--- config.mk ---
export PLATFORM = sky130hd
export DESIGN_NAME = dac_spi_tx
export DESIGN_NICKNAME = d
export VERILOG_FILES = /design/src/rtl/dac_spi_tx.sv
export SDC_FILE = /design/constraint.sdc
export NUM_CORES = 1
export LEC_CHECK = 0
export CAP_MARGIN = 25
export CORE_ASPECT_RATIO = 0.7
export CORE_MARGIN = 3
export CORE_UTILIZATION = 55
export DETAILED_ROUTE_END_ITERATION = 8
export HOLD_SLACK_MARGIN = 0.03
export PLACE_DENSITY = 0.77
export RECOVER_POWER = 50
export SLEW_MARGIN = 20
export SYNTH_ARGS = -nofsm -noshare
export SYNTH_HDL_FRONTEND = slang
export SYNTH_SLANG_ARGS = --single-unit
--- constraint.sdc ---
create_clock -name clk -period 4.4 [get_ports clk]
set_clock_uncertainty 0.2 [all_clocks]
set_input_delay 0.88 -clock clk [delete_from_list [all_inputs] [get_ports clk]]
set_output_delay 0.88 -clock clk [all_outputs]
set_load 0.01 [all_outputs]
--- src/rtl/dac_spi_tx.sv ---
// Serial frame transmitter for a 16-bit SPI DAC: {CTRL_BYTE, sample}, MSB first, sync active low.
// Define DAC_SPI_TX_SKID_EN to add a one-entry holding buffer so the next sample can queue mid-frame.
module dac_spi_tx #(
  parameter int          CLK_DIV   = 1,
  parameter logic [7:0]  CTRL_BYTE = 8'h40,
  parameter int          GAP_CYC   = 2
) (
  input  logic       clk,
  input  logic       rst_n,
  input  logic [7:0] sample,
  input  logic       sample_valid,
  output logic       sample_ready,
  output logic       sclk,
  output logic       sync,
  output logic       din,
  output logic       busy,
  output logic       frame_done
);

  // state | meaning
  // IDLE  | no frame; ready for a sample
  // SHIFT | sync low, 16 bits clocked out on sclk
  // GAP   | sync high between frames; first cycle carries frame_done

  localparam int DIV_EFF = (CLK_DIV < 1) ? 1 : ((CLK_DIV > 255) ? 255 : CLK_DIV);
  localparam int GAP_EFF = (GAP_CYC < 1) ? 1 : ((GAP_CYC > 15) ? 15 : GAP_CYC);
`ifdef DAC_SPI_TX_SKID_EN
  localparam int GAP_LEN = GAP_EFF;
`else
  // The IDLE cycle that precedes a handshake is itself a sync-high cycle,
  // so GAP is one shorter to keep the minimum spacing at GAP_CYC.
  localparam int GAP_LEN = (GAP_EFF > 1) ? GAP_EFF - 1 : 1;
`endif
  localparam logic [7:0] DIV_LAST = 8'(DIV_EFF - 1);
  localparam logic [3:0] GAP_LAST = 4'(GAP_LEN - 1);

  typedef enum logic [1:0] {IDLE, SHIFT, GAP} state_t;

  state_t      state_q, state_d;
  logic [14:0] shreg_q, shreg_d;
  logic [3:0]  bit_cnt_q, bit_cnt_d;
  logic [7:0]  div_cnt_q, div_cnt_d;
  logic [3:0]  gap_cnt_q, gap_cnt_d;
  logic        sclk_q, sclk_d;
  logic        sync_q, sync_d;
  logic        din_q, din_d;
  logic        busy_q, busy_d;
  logic        frame_done_q, frame_done_d;
  logic        sample_ready_q, sample_ready_d;
  logic        start;
  logic [7:0]  start_data;
`ifdef DAC_SPI_TX_SKID_EN
  logic [7:0]  buf_q, buf_d;
  logic        buf_full_q, buf_full_d;
`endif

  always_comb begin
    state_d        = state_q;
    shreg_d        = shreg_q;
    bit_cnt_d      = bit_cnt_q;
    div_cnt_d      = div_cnt_q;
    gap_cnt_d      = gap_cnt_q;
    sclk_d         = sclk_q;
    sync_d         = sync_q;
    din_d          = din_q;
    frame_done_d   = 1'b0;
    start          = 1'b0;
    start_data     = sample;
`ifdef DAC_SPI_TX_SKID_EN
    buf_d          = buf_q;
    buf_full_d     = buf_full_q;
`endif

    case (state_q)
      IDLE: begin
        if (sample_valid && sample_ready_q) start = 1'b1;
      end
      SHIFT: begin
        if (div_cnt_q != 8'd0) begin
          div_cnt_d = div_cnt_q - 8'd1;
        end else begin
          div_cnt_d = DIV_LAST;
          if (!sclk_q) begin
            sclk_d = 1'b1;
          end else if (bit_cnt_q == 4'd0) begin
            state_d      = GAP;
            sync_d       = 1'b1;
            sclk_d       = 1'b0;
            din_d        = 1'b0;
            frame_done_d = 1'b1;
            gap_cnt_d    = GAP_LAST;
          end else begin
            bit_cnt_d = bit_cnt_q - 4'd1;
            sclk_d    = 1'b0;
            din_d     = shreg_q[14];
            shreg_d   = {shreg_q[13:0], 1'b0};
          end
        end
      end
      GAP: begin
        if (gap_cnt_q != 4'd0) begin
          gap_cnt_d = gap_cnt_q - 4'd1;
        end else begin
`ifdef DAC_SPI_TX_SKID_EN
          if (buf_full_q) begin
            start      = 1'b1;
            start_data = buf_q;
            buf_full_d = 1'b0;
          end else if (sample_valid && sample_ready_q) begin
            start = 1'b1;
          end else begin
            state_d = IDLE;
          end
`else
          state_d = IDLE;
`endif
        end
      end
      default: state_d = IDLE;
    endcase

`ifdef DAC_SPI_TX_SKID_EN
    if (state_q != IDLE && !start && sample_valid && sample_ready_q) begin
      buf_d      = sample;
      buf_full_d = 1'b1;
    end
`endif

    if (start) begin
      state_d   = SHIFT;
      sync_d    = 1'b0;
      sclk_d    = 1'b0;
      din_d     = CTRL_BYTE[7];
      shreg_d   = {CTRL_BYTE[6:0], start_data};
      bit_cnt_d = 4'd15;
      div_cnt_d = DIV_LAST;
    end

    busy_d = (state_d != IDLE);
`ifdef DAC_SPI_TX_SKID_EN
    sample_ready_d = !buf_full_d;
`else
    sample_ready_d = (state_d == IDLE);
`endif
  end

  always_ff @(posedge clk or negedge rst_n) begin
    if (!rst_n) begin
      state_q        <= IDLE;
      shreg_q        <= '0;
      bit_cnt_q      <= '0;
      div_cnt_q      <= '0;
      gap_cnt_q      <= '0;
      sclk_q         <= 1'b0;
      sync_q         <= 1'b1;
      din_q          <= 1'b0;
      busy_q         <= 1'b0;
      frame_done_q   <= 1'b0;
      sample_ready_q <= 1'b0;
    end else begin
      state_q        <= state_d;
      shreg_q        <= shreg_d;
      bit_cnt_q      <= bit_cnt_d;
      div_cnt_q      <= div_cnt_d;
      gap_cnt_q      <= gap_cnt_d;
      sclk_q         <= sclk_d;
      sync_q         <= sync_d;
      din_q          <= din_d;
      busy_q         <= busy_d;
      frame_done_q   <= frame_done_d;
      sample_ready_q <= sample_ready_d;
    end
  end

`ifdef DAC_SPI_TX_SKID_EN
  always_ff @(posedge clk or negedge rst_n) begin
    if (!rst_n) begin
      buf_q      <= '0;
      buf_full_q <= 1'b0;
    end else begin
      buf_q      <= buf_d;
      buf_full_q <= buf_full_d;
    end
  end
`endif

  assign sample_ready = sample_ready_q;
  assign sclk         = sclk_q;
  assign sync         = sync_q;
  assign din          = din_q;
  assign busy         = busy_q;
  assign frame_done   = frame_done_q;

endmodule
==> results.txt, run 1 <==
----------------------------------------------------
[Worst setup path]
  Worst setup path class ... primary input to register
  Cell type group with the largest total delay on the critical path ... compound AO/OA/AOI/OAI gates
  Critical Path Max Stage Delay ... 0.62 ns
  Crit path arrival time ... 2.65 ns
  First element of the critical path ... sample_valid
  Number of cells on the critical path ... 5
  RR Startpoint ... div_cnt_q[2]
  Critical path endpoint category ... register
  Kind of start point of the critical path ... primary input
  Library cell contributing the largest single delay on the critical path ... sky130_fd_sc_hd__a2111oi_0
  List of cells traversed by the critical path ... clkdlybuf4s50_1, nand4bb_1, a2111oi_0, xnor2_1, nor2_1
  CP required ... ~4.4 ns
  Worst path buffer plus inverter count ... 1
  Path depth of the worst reg2reg path ... 5
  Worst setup path endpoint ... div_cnt_q[4]
  Worst R2R End ... shreg_q[14]
  Reg2Reg Setup Slack ... 1.86 ns
  Max FO, Critical Path ... 13

[Logic synthesis]
  Synth area leaders ... sky130_fd_sc_hd__dfrtp_1 (50%), sky130_fd_sc_hd__nand2_1 (7.1%), sky130_fd_sc_hd__o211ai_2 (3.9%)
  Number of flops mapped to enable cells by yosys ... 0
  Cell type contributing the most total cell area after synthesis ... sky130_fd_sc_hd__dfrtp_1
  Library cell with the highest instance count after synthesis ... sky130_fd_sc_hd__dfrtp_1
  Post-Synthesis Cell Area ... 1901 sq um
  Post-synthesis cell type count ... 44
  Mapped Cells ... 189
  Syn_area_per_cell ... 10.06 sq um
  Most frequent cells after synthesis ... sky130_fd_sc_hd__dfrtp_1 (38), sky130_fd_sc_hd__nand2_1 (36), sky130_fd_sc_hd__nor2_1 (14)
  Synthesis warning total ... 0
  Sequential area share after synthesis ... 0.5142
  Share of Yosys cell area claimed by the top area cell type ... 0.5003
  Post-synth net total ... 203
  Post-synthesis sequential element count ... 39
  Main synth FF type ... sky130_fd_sc_hd__dfrtp_1
  Async set-or-reset flop fraction in the synthesized netlist ... 1.000

[Finish]
  Final-layout fill cell count ... 246
  Multi-input gate area in the final layout ... roughly 830 sq um
  Finished Layout Cells ... 253
  # diodes ... 0
  Fraction of layout cells with a size suffix above 1 ... 0.1311
  Total Nets Final ... around 220
  Signed area change from the synthesized netlist to the final layout ... 13.56%
  Area of all sequential standard cells ... 977.2 sq um

[Floorplanning]
  Number of cell rows ... 17
  Core Box Area ... ~3200 sq um
  Die height ... between 50 and 60 um
  Number of placed I/O pins ... 17
  Die width ... 76.26 um
  Starting utilization of the core area ... 0.5878
  Total die area ... 4208 sq um

[STA]
  Achievable Freq ... 0.3738 GHz
  Total negative setup slack ... 0 ns
  Max-Slew Margin vs Limit ... -0.3583
  RSZ-0062 raised after global routing ... false
  Transition at the pin with the smallest max-transition slack ... 2.037 ns
  Post-layout min period ... between 2 and 3 ns
  # setup viols final ... 0
  Pins over their slew limit ... 40
  Hold violation total from the final report ... 0
  Period utilization ... 0.6081

[Routing]
  Final wirelength ... about 3500 um
  Number of vias after detailed routing ... 1,371
  Antenna-violating nets left ... 0
  Iteration-0 DRC count of the detailed router ... 53
  DRC violation count after routing ... 0
  Average vias per placed instance ... 5.419
  Number of detailed-routing iterations run before antenna repair ... 4
  DR WL/cell ... 13.71 um

[Placement]
  RD Place Congestion ... 0.7755
  Count of buffers inserted at the top-level ports ... 16
  # placed instances ... 245
  Detail Placement HPWL ... 2420 um

[CTS]
  Worst-Skew Late Latency ... 0.29 ns
  Clock net sink count ... 39
  Number of buffers inserted during clock tree synthesis ... 5
  CTS root buffer ... sky130_fd_sc_hd__clkbuf_8
  Setup Fix Bufs, Post-CTS ... 0
  TritonCTS clock tree ... built
  Number of gates given a new drive strength after cts ... 0
  Number of buffers inserted by hold repair at cts ... 0
  CTS H-tree depth ... 2
  Clock-pin slew on the worst setup and hold paths ... ~0.080 ns
  Maximum root-to-sink buffer count ... 2

[GRT]
  Antenna violations before repair ... 0
  Overall track demand over capacity in global routing ... 0.1835
  Largest net degree at the start of global routing ... 40
  Wire length of the first global-routing pass ... 5913 um
  GRT Residual Overflow ... 0
  Via count of the first global-routing pass ... 1,343

[Pwr]
  Total power per unit cell area ... 513.3 nW/um^2
  Leakage dissipation ... around 0.94 nW
  Maximum ir drop on the vdd rail ... 0.3045 mV

[Job]
  Max-capacitance violation count ... 1

[Status]
  Status ... complete, but fails checks
  Failing checks ... capacitance limit, slew limit

[Hold path]
  Type of the most critical hold path ... register to register

----------------------------------------------------
[state kept, by name, summed over array words and instances, names as in the netlist]
signal / flops
busy: 1
sample_ready: 1
div_cnt_q: 8
shreg_q: 15
sync: 1
state_q: 2
gap_cnt_q: 4
din: 1
frame_done: 1
bit_cnt_q: 4
sclk: 1
[cell families (layout without fill, tap and decap cells)]
kind of cell / count (synthesis) / in the layout / synth area share
AND/OR/NAND/NOR: 87 / 87 / 0.2403
flip-flops: 39 / 39 / 0.5142
AO/OA/AOI/OAI: 30 / 30 / 0.1198
buffers and inverters: 18 / 35 / 0.04805
XOR/XNOR: 8 / 8 / 0.03687
multiplexers: 4 / 4 / 0.02107
adder cells (fa/ha/maj): 3 / 3 / 0.01975
[worst register-to-register path, cell delays in order (launching register included)]
cell	delay (ns)
sky130_fd_sc_hd__dfrtp_1	0.43
sky130_fd_sc_hd__or4_1	0.67
sky130_fd_sc_hd__nor4_4	0.46
sky130_fd_sc_hd__buf_4	0.35
sky130_fd_sc_hd__mux2i_1	0.22
sky130_fd_sc_hd__nand2_1	0.07
[worst min path at each step]
stage	start	to	depth (start not counted)
after floorplan	shreg_q[9]	shreg_q[10]	2
after global placement	shreg_q[8]	shreg_q[9]	2
after detailed placement	shreg_q[7]	shreg_q[8]	2
after CTS	shreg_q[7]	shreg_q[8]	2
after global routing	shreg_q[8]	shreg_q[9]	2
final	shreg_q[7]	shreg_q[8]	2
[through the flow]
stage	cell area (sq um)	setup WS (ns)	utilization	power, mW	hold WS, ns
after floorplan	1901	2.182	-	0.7839	0.2495
after global placement	2082	1.490	0.6440	0.8606	0.2604
after detailed placement	2082	1.427	0.6440	0.8874	0.2725
after CTS	2163	1.740	0.6691	1.118	0.2887
after global routing	2158	1.450	0.6676	1.187	0.3060
final	2158	1.725	0.6676	1.108	0.2786
[layout by cell type (no fill, tap or decap), drive strengths merged, types with 3 or more instances in the layout]
cell / instances
dfrtp: 38
nand2: 36
nor2: 16
clkdlybuf4s50: 14
nand3: 9
o21ai: 9
inv: 8
clkbuf: 8
o211ai: 7
xnor2: 6
a211oi: 5
nor3: 4
a21oi: 4
mux2i: 4
ha: 3
buf: 3
or3: 3
[layer usage]
layer	vias to the layer above	GRT usage	part of all wire
met1	658	0.2225	0.49
met5	-	0	0
met3	6	0.04854	0.030
li1	682	-	-
met4	0	0.09940	0.016
met2	25	0.3120	0.46
[where the power goes]
| group | total (mW) | switching [mW] | internal [mW] |
|---|---|---|---|
| clock network | 0.230 | 0.119 | 0.111 |
| logic | 0.326 | 0.164 | 0.161 |
| registers | 0.552 | 0.0848 | 0.467 |
[final cells by class]
cell class / instances / share of cell area
Clock buffer: 7 / 0.03536
Clock inverter: 1 / 0.002319
Inverter: 8 / 0.01391
Multi-Input combinational cell: 132 / 0.3867
Sequential cell: 39 / 0.4528
Tap cell: 47 / 0.02725
Timing Repair Buffer: 19 / 0.08174
(Power assumes the default switching activity.)
==> run 2: changes to the inputs <==
==> constraint.sdc (replaced) <==
create_clock -name clk -period 2.7 [get_ports clk]
set_clock_uncertainty 0.2 [all_clocks]
set_input_delay 0.54 -clock clk [delete_from_list [all_inputs] [get_ports clk]]
set_output_delay 0.54 -clock clk [all_outputs]
set_load 0.01 [all_outputs]
==> run 2 against run 1 <==
Critical path type is now register to register. Core utilization is 1.6 points higher. Sequential share of layout area is 1.1 points lower. Register-to-register slack worse by 1.6 ns. Cell count is 1.2% higher. Combinational power is 66% higher. Highest routed layer unchanged. The flow still finishes with violations (capacitance limit, slew limit). Critical endpoint is now shreg_q[2]. Largest cell class unchanged. Sequential cell count stayed put.
==> results.txt, run 2 (same netlist as run 1, synthesis figures left out) <==
----------------------------------------------------
[STA]
  Post-layout min period ... 2.403 ns
  Pins over their slew limit ... 40 (unchanged)
  Max-Slew Margin vs Limit ... -0.3201 (+0.03821)
  # setup viols final ... 0 (unchanged)
  Post-route worst hold slack ... 0.2866 ns (+0.008039 ns)
  RSZ-0062 raised after global routing ... false
  Period utilization ... 0.8900
  Total negative setup slack ... 0 ns (unchanged)
  Transition at the pin with the smallest max-transition slack ... 1.980 ns (-0.05732 ns)
  Achievable Freq ... between 0.4 and 0.5 GHz
  Hold violation total from the final report ... 0 (unchanged)
  Final setup margin ... 0.2969 ns (-1.428 ns)

[Routing]
  Average vias per placed instance ... 5.313 (-2.0%)
  Antenna-violating nets left ... 0 (unchanged)
  DR WL/cell ... 13.34 um (-2.7%)
  DRC violation count after routing ... 0 (unchanged)
  Number of vias after detailed routing ... 1,360 (-0.80%)
  Number of detailed-routing iterations run before antenna repair ... 4 (unchanged)
  Final wirelength ... 3415 um (-1.6%)
  Iteration-0 DRC count of the detailed router ... 76 (+43%)

[Floorplanning]
  Number of cell rows ... 17 (unchanged)
  Core Box Area ... 3233 sq um (unchanged)
  Number of placed I/O pins ... 17 (unchanged)
  Starting utilization of the core area ... 0.5878 (unchanged)
  Total die area ... 4208 sq um (unchanged)
  Die width ... 76.26 um (unchanged)
  Die height ... 55.18 um (unchanged)

[Hold path]
  Hold path startpoint ... shreg_q[7]
  Hold Crit Endpoint ... shreg_q[8]
  Depth of the worst hold-timing path ... 2 (unchanged)
  Type of the most critical hold path ... register to register

[Pwr]
  Maximum ir drop on the vdd rail ... 0.6367 mV (+110%)
  Leakage dissipation ... 0.9677 nW (+3.1%)
  Total power per unit cell area ... 863.2 nW/um^2 (+68%)
  Overall power ... 1.907 mW (+72%)

[Finish]
  Largest registers ... shreg_q x15, div_cnt_q x8
  Most frequent cells in the layout ... sky130_fd_sc_hd__dfrtp_1 (38), sky130_fd_sc_hd__nand2_1 (36), sky130_fd_sc_hd__nor2_1 (14)
  Final-layout fill cell count ... 265 (+7.7%)
  # diodes ... 0 (unchanged)
  Fraction of layout cells with a size suffix above 1 ... 0.1483 (+0.01726)
  Signed area change from the synthesized netlist to the final layout ... 16.26%
  Total Nets Final ... 222 (+1.4%)
  Most frequent standard cell in the layout excluding fill and tap cells ... sky130_fd_sc_hd__dfrtp_1
  Register with the highest flop count ... shreg_q
  Max FFs per register ... 15 (unchanged)

[Job]
  Max-capacitance violation count ... 1 (unchanged)

[CTS]
  Clock-pin slew on the worst setup and hold paths ... 0.07 ns (about the same)
  Setup Fix Bufs, Post-CTS ... 0 (unchanged)
  TritonCTS clock tree ... built
  Maximum root-to-sink buffer count ... 2 (unchanged)
  Number of buffers inserted during clock tree synthesis ... 5 (unchanged)
  Worst-Skew Late Latency ... 0.30 ns (about the same)
  Number of buffers inserted by hold repair at cts ... 0 (unchanged)
  CTS root buffer ... sky130_fd_sc_hd__clkbuf_8
  Clock net sink count ... 39 (unchanged)
  CTS H-tree depth ... 2 (unchanged)
  Number of gates given a new drive strength after cts ... 0 (unchanged)

[GRT]
  Largest net degree at the start of global routing ... 40 (unchanged)
  Overall track demand over capacity in global routing ... 0.1862 (+0.002744)
  Antenna violations before repair ... 0 (unchanged)
  GRT Residual Overflow ... 0 (unchanged)
  Wire length of the first global-routing pass ... 5830 um (-1.4%)
  Via count of the first global-routing pass ... 1,290 (-3.9%)

[Worst setup path]
  Kind of start point of the critical path ... register
  Worst R2R End ... shreg_q[2]
  Critical path endpoint category ... register
  Crit path arrival time ... 2.42 ns (-0.23 ns)
  CP required ... 2.72 ns (-1.66 ns)
  Path depth of the worst reg2reg path ... 5 (unchanged)
  Worst setup path class ... register to register
  Reg2Reg Setup Slack ... 0.30 ns (-1.56 ns)
  Max FO, Critical Path ... 11 (-2)
  RR Startpoint ... div_cnt_q[2]

[Status]
  Status ... complete, but fails checks
  Failing checks ... capacitance limit, slew limit

[Placement]
  RD Place Congestion ... 0.7339 (-5.4%)
  Detail Placement HPWL ... 2392 um (-1.2%)
  Worst Setup Slack post-DPL ... 0.2920 ns (-1.135 ns)
  Count of buffers inserted at the top-level ports ... 16 (unchanged)

----------------------------------------------------
run 2: cell count changes in the layout (fill, tap and decap cells not counted):
| cell | delta |
|---|---|
| sky130_fd_sc_hd__clkinv_2 | -1 |
| sky130_fd_sc_hd__buf_4 | +3 |
| sky130_fd_sc_hd__bufinv_16 | +1 |
| sky130_fd_sc_hd__dlygate4sd3_1 | +2 |
| sky130_fd_sc_hd__or4_4 | +1 |
| sky130_fd_sc_hd__or4_1 | -1 |
| sky130_fd_sc_hd__clkdlybuf4s50_1 | -2 |
run 2: worst max path at each step:
stage                              end  slack [ns]          from  cells after the start
final                       shreg_q[2]        0.30  div_cnt_q[2]                      5
after global routing      div_cnt_q[1]        0.12         rst_n                      1
after CTS                   shreg_q[2]        0.28  div_cnt_q[2]                      5
after detailed placement    shreg_q[1]        0.29  div_cnt_q[2]                      5
after global placement      shreg_q[1]        0.35  div_cnt_q[2]                      5
after floorplan           bit_cnt_q[3]        0.48  div_cnt_q[2]                      5
run 2: area by class of cell:
cell class | count | area (sq um) | area share
timing repair buffer | 22 | 198.9 | 0.09003
sequential | 39 | 977.2 | 0.4422
inverter | 8 | 30.03 | 0.01359
clock inverter | 1 | 30.03 | 0.01359
tap | 47 | 58.81 | 0.02661
clock buffer | 7 | 76.32 | 0.03454
multi-input combinational | 132 | 838.3 | 0.3794
run 2: per-layer routing:
metal  track usage  wire length (um)
met1        0.2239              1593
met2        0.3251              1624
met3       0.05340               141
met4       0.08133                55
met5             0                 0
run 2: worst max-delay path: stages, from the launching register on:
cell and delay (ns):
sky130_fd_sc_hd__dfrtp_1 0.41, sky130_fd_sc_hd__or4_1 0.66, sky130_fd_sc_hd__nor4_4 0.55, sky130_fd_sc_hd__buf_4 0.29
sky130_fd_sc_hd__nand3_1 0.12, sky130_fd_sc_hd__o211ai_2 0.09
run 2: stage by stage:
step                area, sq um  utilization  std cells
floorplan                  1901            -        189
global placement           2105       0.6509        248
detailed placement         2105       0.6509        248
CTS                        2211       0.6838        256
global route               2210       0.6834        256
finish                     2210       0.6834        256
run 2: power breakdown:
part	leakage, nW	total (mW)	switching [mW]	internal (mW)
Clock	0.0524	0.466	0.190	0.276
Sequential	0.482	0.900	0.138	0.761
Combinational	0.433	0.542	0.278	0.264
==> run 3: changes to the inputs <==
--- a/config.mk
+++ b/config.mk
@@ -8,11 +8,11 @@
 export CAP_MARGIN = 25
 export CORE_ASPECT_RATIO = 0.7
 export CORE_MARGIN = 3
-export CORE_UTILIZATION = 55
+export CORE_UTILIZATION = 40
 export DETAILED_ROUTE_END_ITERATION = 8
 export HOLD_SLACK_MARGIN = 0.03
-export PLACE_DENSITY = 0.77
 export RECOVER_POWER = 50
+export REMOVE_ABC_BUFFERS = 1
 export SLEW_MARGIN = 20
 export SYNTH_ARGS = -nofsm -noshare
 export SYNTH_HDL_FRONTEND = slang
==> run 3 against run 2 <==
Fmax increased by 2.1%. Sequential share of layout area shrank 0.20 points. The flow now finishes without violations. Count of clock-buffer cells in the layout increased by 1.
==> results.txt, run 3 (same netlist as run 1, synthesis figures left out) <==
----------------------------------------------------
[CTS]
  Number of gates given a new drive strength after cts ... 0 (unchanged)
  Setup Fix Bufs, Post-CTS ... 0 (unchanged)
  Clock-pin slew on the worst setup and hold paths ... 0.07 ns (about the same)
  CTS root buffer ... sky130_fd_sc_hd__clkbuf_8
  Number of buffers inserted by hold repair at cts ... 0 (unchanged)
  Maximum root-to-sink buffer count ... 2 (unchanged)
  CTS H-tree depth ... 2 (unchanged)
  Worst-Skew Late Latency ... 0.29 ns (about the same)
  Number of buffers inserted during clock tree synthesis ... 5 (unchanged)
  Clock net sink count ... 39 (unchanged)
  TritonCTS clock tree ... built

[Floorplanning]
  Die height ... 63.67 um (+15%)
  Number of placed I/O pins ... 17 (unchanged)
  Starting utilization of the core area ... 0.4267 (-0.1612)
  Total die area ... 5627 sq um (+34%)
  Number of cell rows ... 20 (+3)
  Die width ... 88.39 um (+16%)
  Core Box Area ... 4454 sq um (+38%)

[GRT]
  Via count of the first global-routing pass ... 1,387 (+7.5%)
  Antenna violations before repair ... 0 (unchanged)
  Largest net degree at the start of global routing ... 40 (unchanged)
  Wire length of the first global-routing pass ... 6279 um (+7.7%)
  GRT Residual Overflow ... 0 (unchanged)
  Overall track demand over capacity in global routing ... 0.1417 (-0.04453)

[Finish]
  Max FFs per register ... 15 (unchanged)
  Largest registers ... shreg_q x15, div_cnt_q x8
  Register with the highest flop count ... shreg_q
  Area of all sequential standard cells ... 977.2 sq um (unchanged)
  Signed area change from the synthesized netlist to the final layout ... 16.79%
  Fraction of layout cells with a size suffix above 1 ... 0.1538 (+0.005521)
  Final-layout fill cell count ... 433 (+63%)
  Finished Cell Area ... 2220 sq um (+0.45%)
  Most frequent standard cell in the layout excluding fill and tap cells ... sky130_fd_sc_hd__dfrtp_1
  Most frequent cells in the layout ... sky130_fd_sc_hd__dfrtp_1 (38), sky130_fd_sc_hd__nand2_1 (36), sky130_fd_sc_hd__nor2_1 (14)
  Total Nets Final ... 221 (-0.45%)
  # diodes ... 0 (unchanged)
  Multi-input gate area in the final layout ... 838.3 sq um (unchanged)
  Final Core Density ... 0.4983 (-0.1851)

[STA]
  Achievable Freq ... 0.4248 GHz (+2.1%)
  Post-layout min period ... 2.354 ns (-0.04900 ns)
  Hold violation total from the final report ... 0 (unchanged)
  Transition at the pin with the smallest max-transition slack ... 0.8607 ns (-1.119 ns)
  RSZ-0062 raised after global routing ... false
  Period utilization ... 0.8719 (-0.01815)
  # setup viols final ... 0 (unchanged)
  Pins over their slew limit ... 0 (-100%)
  Max-Slew Margin vs Limit ... 0.4262 (+0.7463)

[Placement]
  Cell area reported after detailed placement ... 2120 sq um (+0.71%)
  Detail Placement HPWL ... 2409 um (+0.70%)
  Count of buffers inserted at the top-level ports ... 16 (unchanged)
  RD Place Congestion ... 0.8207 (+12%)

[Worst setup path]
  Kind of start point of the critical path ... register
  Crit path arrival time ... 2.32 ns (-0.10 ns)
  Library cell contributing the largest single delay on the critical path ... sky130_fd_sc_hd__or4_1
  Critical Path Max Stage Delay ... 0.67 ns (about the same)
  Worst setup path class ... register to register
  Max FO, Critical Path ... 7 (-4)
  List of cells traversed by the critical path ... or4_1, or4_4, nor2_2, o21ai_0
  CP required ... 2.66 ns (-0.06 ns)
  Critical path endpoint category ... register

[Pwr]
  Sw power ... 0.6048 mW (-0.13%)
  Sequential share of power ... 0.482 (+0.010)
  Combinational group share of total power ... 0.288 (+0.004)
  Leakage dissipation ... 0.9668 nW (about the same)
  Portion of total power attributed to the clock network ... 0.230 (-0.014)
  Cell Int Power ... 1.260 mW (-3.2%)
  Total power per unit cell area ... 840.2 nW/um^2 (-2.7%)
  Switching part of the total power ... 0.3243 (+0.006786)
  Maximum ir drop on the vdd rail ... 0.4708 mV (-26%)

[Routing]
  Final wirelength ... 3552 um (+4.0%)
  Number of detailed-routing iterations run before antenna repair ... 4 (unchanged)
  DRC violation count after routing ... 0 (unchanged)
  Number of vias after detailed routing ... 1,381 (+1.5%)
  Antenna-violating nets left ... 0 (unchanged)
  Average vias per placed instance ... 5.251 (-1.2%)
  DR WL/cell ... 13.51 um (+1.2%)
  Iteration-0 DRC count of the detailed router ... 57 (-25%)

[Hold path]
  Type of the most critical hold path ... primary input to async pin

[Job]
  Max-capacitance violation count ... 0 (-1)

[Status]
  Status ... completed

----------------------------------------------------
==> run 3: metal layers <==
metal / wire length [um] / global-route usage / vias to the layer above
li1: - / - / 688
met1: 1813 / 0.1921 / 663
met2: 1557 / 0.2174 / 23
met3: 143 / 0.04575 / 7
met4: 38 / 0.03774 / 0
met5: 0 / 0 / -
==> run 3: critical path: cells and delay by family, from the launching register on <==
family | cells | cell delay, ns
AOI/OAI and AO/OA | 1 | 0.13
and+or+nand+nor | 3 | 1.48
DFF | 1 | 0.42
==> run 3: through the flow <==
step                      hold slack (ns)  setup TNS (ns)  power, mW  worst slack [ns]  instances
after floorplan                   0.04441         -0.1259      1.264          -0.06436        179
after global placement             0.2613               0      1.420            0.4047        255
after detailed placement           0.2695               0      1.453            0.3451        255
after CTS                          0.1916               0      1.893            0.3328        263
after global routing               0.2325               0      2.004            0.2590        263
final                              0.1603               0      1.865            0.3459        263
==> run 3: layout make-up <==
type | instances | area share
Tap cell | 55 | 0.03100
Multi-Input combinational cell | 132 | 0.3777
Sequential cell | 39 | 0.4402
Inverter | 8 | 0.01353
Clock buffer | 8 | 0.04510
Timing Repair Buffer | 21 | 0.09245
==> run 3: power by group through the flow <==
| stage | clock network (mW) | registers (mW) | logic [mW] |
|---|---|---|---|
| after global placement | 0 | 0.900 | 0.520 |
| after global routing | 0.474 | 0.923 | 0.606 |
| after CTS | 0.446 | 0.897 | 0.551 |
| after detailed placement | 0 | 0.909 | 0.545 |
| final | 0.429 | 0.900 | 0.537 |
| after floorplan | 0 | 0.885 | 0.380 |
==> run 3: final timing paths <==
kind,startpoint,to,slack (ns),cells past startpoint
max,div_cnt_q[2],shreg_q[13],0.35,4
min,rst_n,shreg_q[12],0.16,1
max reg2reg,div_cnt_q[2],shreg_q[13],0.35,4
min reg2reg,shreg_q[8],shreg_q[9],0.28,2
max in group asynchronous,rst_n,shreg_q[0],1.60,1
min in group clk,shreg_q[8],shreg_q[9],0.28,2
